## src/rtl/serial_adder.sv

```systemverilog
// rtl/serial_adder.sv - bit-serial WIDTH-bit adder, one full-adder cell, LSB first
// Optional subtract mode: define SERIAL_ADDER_SUB_EN to add the sub port.

module serial_adder #(
  parameter int WIDTH = 8
) (
  input  logic             clk,
  input  logic             rst_n,
  input  logic             start,
  input  logic [WIDTH-1:0] a,
  input  logic [WIDTH-1:0] b,
  input  logic             cin,
`ifdef SERIAL_ADDER_SUB_EN
  input  logic             sub,
`endif
  output logic             busy,
  output logic             done,
  output logic [WIDTH-1:0] sum,
  output logic             cout
);

  localparam int CW = (WIDTH > 1) ? $clog2(WIDTH) : 1;
  localparam logic [CW-1:0] LAST_BIT = CW'(WIDTH - 1);

  typedef enum logic [1:0] {IDLE, RUN, DONE} state_t;

  state_t           state;
  state_t           state_next;
  logic [WIDTH-1:0] a_sh;
  logic [WIDTH-1:0] b_sh;
  logic [WIDTH-1:0] sum_sh;
  logic [WIDTH-1:0] sum_sh_next;
  logic [CW-1:0]    count;
  logic             carry;
  logic             carry_next;
  logic             bit_sum;
  logic             last;
  logic             b_inv;
  logic             carry_load;

  // Subtraction is a + ~b + 1; cin is ignored when sub is requested.
`ifdef SERIAL_ADDER_SUB_EN
  assign b_inv      = sub;
  assign carry_load = sub | cin;
`else
  assign b_inv      = 1'b0;
  assign carry_load = cin;
`endif

  assign last       = (state == RUN) && (count == LAST_BIT);
  assign bit_sum    = a_sh[0] ^ b_sh[0] ^ carry;
  assign carry_next = (a_sh[0] & b_sh[0]) | (a_sh[0] & carry) | (b_sh[0] & carry);

  always_comb begin
    sum_sh_next            = sum_sh >> 1;
    sum_sh_next[WIDTH-1]   = bit_sum;
  end

  always_ff @(posedge clk) begin
    if (!rst_n) begin
      state <= IDLE;
    end else begin
      state <= state_next;
    end
  end

  always_comb begin
    state_next = state;
    case (state)
      IDLE:    if (start) state_next = RUN;
      RUN:     if (last) state_next = DONE;
      DONE:    state_next = IDLE;
      default: state_next = IDLE;
    endcase
  end

  always_ff @(posedge clk) begin
    if (!rst_n) begin
      a_sh   <= '0;
      b_sh   <= '0;
      sum_sh <= '0;
      carry  <= 1'b0;
      count  <= '0;
      sum    <= '0;
      cout   <= 1'b0;
    end else begin
      case (state)
        IDLE: begin
          if (start) begin
            a_sh   <= a;
            b_sh   <= b ^ {WIDTH{b_inv}};
            carry  <= carry_load;
            sum_sh <= '0;
            count  <= '0;
          end
        end
        RUN: begin
          a_sh   <= a_sh >> 1;
          b_sh   <= b_sh >> 1;
          sum_sh <= sum_sh_next;
          carry  <= carry_next;
          count  <= count + 1'b1;
          // Results are published only on the final bit so sum/cout stay stable otherwise.
          if (last) begin
            sum  <= sum_sh_next;
            cout <= carry_next;
          end
        end
        default: ;
      endcase
    end
  end

  assign busy = (state != IDLE);
  assign done = (state == DONE);

endmodule
```

## config.mk

```make
export PLATFORM = sky130hd
export DESIGN_NAME = serial_adder
export DESIGN_NICKNAME = d
export VERILOG_FILES = /design/src/rtl/serial_adder.sv
export SDC_FILE = /design/constraint.sdc
export NUM_CORES = 1
export LEC_CHECK = 0
export ABC_AREA = 1
export CAP_MARGIN = 25
export CORE_MARGIN = 5
export CORE_UTILIZATION = 50
export DETAILED_ROUTE_END_ITERATION = 12
export PLACE_DENSITY = 0.77
export SLEW_MARGIN = 15
export SYNTH_ARGS = -nofsm -noshare
export SYNTH_HDL_FRONTEND = slang
export SYNTH_SLANG_ARGS = --single-unit
export TNS_END_PERCENT = 50
```

## constraint.sdc

```tcl
create_clock -name clk -period 1.7 [get_ports clk]
set_input_delay 0.34 -clock clk [delete_from_list [all_inputs] [get_ports clk]]
set_output_delay 0.34 -clock clk [all_outputs]
set_load 0.05 [all_outputs]
```

# Word-level counts from Yosys, hierarchy flattened
# Index checks and enable logic that the tools add are counted.
# totals
regBits	39
in_bits	20
wordCells	41
# op_classes
add_sub_neg	1
n_eq_ne	5
muxes	13
bitwise	7
reduce_logical	7
# ops
operator	n
$pmux W8 S2	3
$mux W8	3
$pmux W3 S2	1
$reduce_and A2 Y1	3
$mux W2	2
$ne A2 B2 Y1 const B	2
$pmux W2 S2	1
$reduce_bool A2 Y1	2
$add A3 B1 Y3 const B	1
$and A1 B1 Y1	3
$eq A3 B3 Y1 const B	1
$mux W3	1
$eq A2 B1 Y1 const B	1
$eq A2 B2 Y1 const B	1
$logic_not A2 Y1	1
$or A1 B1 Y1	2
$pmux W1 S2	1
$xor A1 B1 Y1	2
$logic_and A1 B1 Y1	1
$mux W1	1

# Depth between registers and ports, before layout
# depth
word_depth	4
ltp_mapped	7
ltp_nobuf	7

# Least setup slack after synthesis
# No wires, ideal clock.
# synth_path
path_kind	reg2out
from	reg state[1]
to	out done
arrival_time_ps	1109
required_time_ps	1360
setup_slack_ps	251
path_stages_with_launch	3
path_cell_list	dfxtp_1 -> inv_2 -> nor2_1
# synth_between
elab_chain_cells	1
# synth_rtl
element	line_no	source
from (decl)	27	state_t state;
from (signal assigned)	63	state <= state_next;
$eq A2 B2 Y1	115	assign done = (state == DONE);
to (decl)	17	output logic done,
# Every way passes these cells.

# Final worst setup path
# Ends and elaborated chain as after synthesis.

==> results.md <==
* Outcome: finished clean
* Clock transition at path regs at 0.10 ns
* Cts bufs inserted at 5
* RR Startpoint: count[0]
* Cell Area, Synth at 1610 um2
* Cells after DPL at 302
* Synthesized flop and latch total at 38
* Area Growth Syn to Fin at 29.0%
* Worst R2R Setup Slack at 0.30 ns
* Fin nets at 288
* Final slew viol count at 0
* Worst EP required at 1.36 ns
* Drt drc at 0
* Routability Congestion at 0.755
* First-pass GRT wire length at 5780 um
* Core ar. at 3080 um2
* # hold bufs at CTS at 0
* Reg2Reg Depth at 7
* Final period utilization at 91.0%
* Tmin final at 1.55 ns
* Mean Syn Cell Area at 7.00 um2
* Max-capacitance violation count at 0
* Vias per cell at 4.67
* CP max stage delay at 0.42 ns
* Largest net degree at the start of global routing at 25
* Synth unique cells at 19
* Die area at 4450 um2
* Ys Warns at 0
* Gr ovfl total at 0
* Final Power at 1.99 mW
* FMAX at 0.647 GHz
* # H-tree levels at 2
* Initial DRC Count at 105
* Layout Skew at 0.0139 ns
* Detail Placement HPWL at 2260 um
* EDFF count, synth at 0
* DRT antenna net count at 0
* Initial core utilization at 52.3%
* Post-synth ARST share at 0%
* Ant diodes at 0
* Share of post-route cells with drive strength above 1 at 12.8%
* Postcts setup bufs at 0
* Post-Route WL at 3310 um
* Final setup fails at 0
* Actual slew at the worst max-slew pin at 0.429 ns
* Critical path peak fanout at 4
* Clock Tree Root: clkbuf_4
* TritonCTS clock tree: done
* Total negative slack at 0 ns
* Filler cells at 277
* Fin area at 2080 um2
* Initial antenna violation count at 0
* CP max-delay cell: dfxtp_1
* # clock sinks at 38
* Crit path launch type: flip-flop
* Worst-path cell chain: inv_2 > nor2_1 > buf_12
* Port Buffer Count at 30
* Clk buf depth at 2
* Post-CTS Resized at 0
* Io pins at 31
* Final Hold Fails at 0
* Chip Height at 66.7 um
* Crit. End Element: output pin
* Syn nets at 253
* Die width at 66.7 um
* Critical Path Start: state[1]
* Cells after synthesis at 230
* WS Path Type: reg -> out
* Cell row count at 20
* Vias in the first global route at 1366
* Post-DP Area at 1960 um2
* Power Dens Cells at 958 nW/um2
* Detailed Routing Iterations Pass 1 at 4
* Dpl ws at 0.0670 ns
* Clock Latency Late Sink at 0.34 ns
* Setup ws final at 0.153 ns
* Routed WL per cell at 10.7 um
* Type of the most critical hold path: reg -> reg
* P_leak at 0.964 nW
* Dominant synthesized flop cell: dfxtp_1
* Seq/Total Area, Yosys at 47.3%
* Crit path DAT at 1.21 ns
* GRT Util Overall at 16.9%
* Total number of vias at 1449
* R2R Path End: sum[3]
* Critical Path Sink: done
* RSZ-0062 raised after global routing: false
* Worst slew margin relative to its limit at 71.3%
* Worst vdd ir at 1.06 mV
* Layout Cells excl Fill at 310
==> cell usage after synthesis, types with 2 or more instances <==
master / n / area share [%]
buf_6: 3 / 2.1
nor2_1: 62 / 14
dfxtp_1: 38 / 47
clkbuf_1: 2 / 0.47
inv_1: 12 / 2.8
o21ai_0: 11 / 3.4
nand2_2: 2 / 0.78
ha_1: 2 / 1.6
nand2_1: 61 / 14
buf_2: 2 / 0.62
inv_2: 2 / 0.47
buf_4: 2 / 0.93
nor2_2: 2 / 0.78
a21oi_1: 12 / 3.7
o21ai_1: 13 / 4.0
==> stage by stage <==
step,util [%],hold WS [ns]
after detailed placement,63.8,0.456
final,67.4,0.472
after floorplan,-,0.435
after global routing,67.4,0.496
after CTS,67.4,0.472
after global placement,63.8,0.451
==> area by class of cell <==
cell class / count / area (um2) / area share [%]
repair buffers: 38 / 370 / 17.8
well taps: 44 / 55.1 / 2.65
inverters: 14 / 52.6 / 2.53
clock inverters: 2 / 60.1 / 2.89
multi-input cells: 168 / 726 / 35.0
flip-flops and latches: 38 / 761 / 36.6
clock buffers: 6 / 51.3 / 2.47
==> power breakdown <==
part           switching, mW  internal [mW]
Sequential            0.0263          0.930
Combinational          0.121          0.112
Clock                  0.301          0.498
==> how the worst min path moves through the flow <==
| stage | startpoint | endpoint | cells past startpoint |
|---|---|---|---|
| 2_1_floorplan | count[0] | count[0] | 1 |
| 3_3_place_gp | count[2] | count[2] | 2 |
| 3_5_place_dp | sum_sh[1] | sum_sh[1] | 2 |
| 4_1_cts | sum_sh[1] | sum_sh[1] | 2 |
| 5_1_grt | b_sh[7] | b_sh[7] | 2 |
| 6_report | sum_sh[1] | sum_sh[1] | 2 |
==> flip-flops by register name, summed over array words and instances, names as in the netlist <==
signal / count
count: 3
cout: 1
b_sh: 8
state: 2
carry: 1
sum_sh: 7
sum: 8
a_sh: 8
==> routing by layer <==
| metal | global-route usage [%] | wire, um | vias up |
|---|---|---|---|
| li1 | - | - | 783 |
| met1 | 21.6 | 1620 | 643 |
| met2 | 27.1 | 1520 | 18 |
| met3 | 4.05 | 127 | 5 |
| met4 | 6.85 | 44 | 0 |
| met5 | 0 | 0 | - |
==> cell usage in the layout (no fill, tap or decap) <==
master           instances
o21ai_2                  1
buf_4                   16
dfxtp_1                 38
nand2_2                  2
inv_2                    2
nor2_2                   2
ha_1                     2
a21oi_1                 12
clkbuf_8                 1
fa_1                     1
clkbuf_4                 5
clkdlybuf4s50_1         19
nand2_1                 61
o21ai_0                 11
o21ai_1                 13
inv_1                   12
nand3_1                  1
nor2_1                  62
bufinv_16                2
buf_12                   3
==> cell families (layout without fill, tap and decap cells) <==
logic type | Yosys count | after routing | share of synthesized area (%)
buffers and inverters | 24 | 60 | 7.62
flip-flops | 38 | 38 | 47.3
adder cells (fa/ha/maj) | 3 | 3 | 2.80
AO/OA/AOI/OAI | 37 | 37 | 11.7
AND/OR/NAND/NOR | 128 | 128 | 30.6
==> critical path, delay by kind of cell (launching register included) <==
family	cells	cell delay, ns
flops	1	0.42
simple gates	1	0.19
buf+inv	2	0.26
Power figures use the tool's default switching activity.
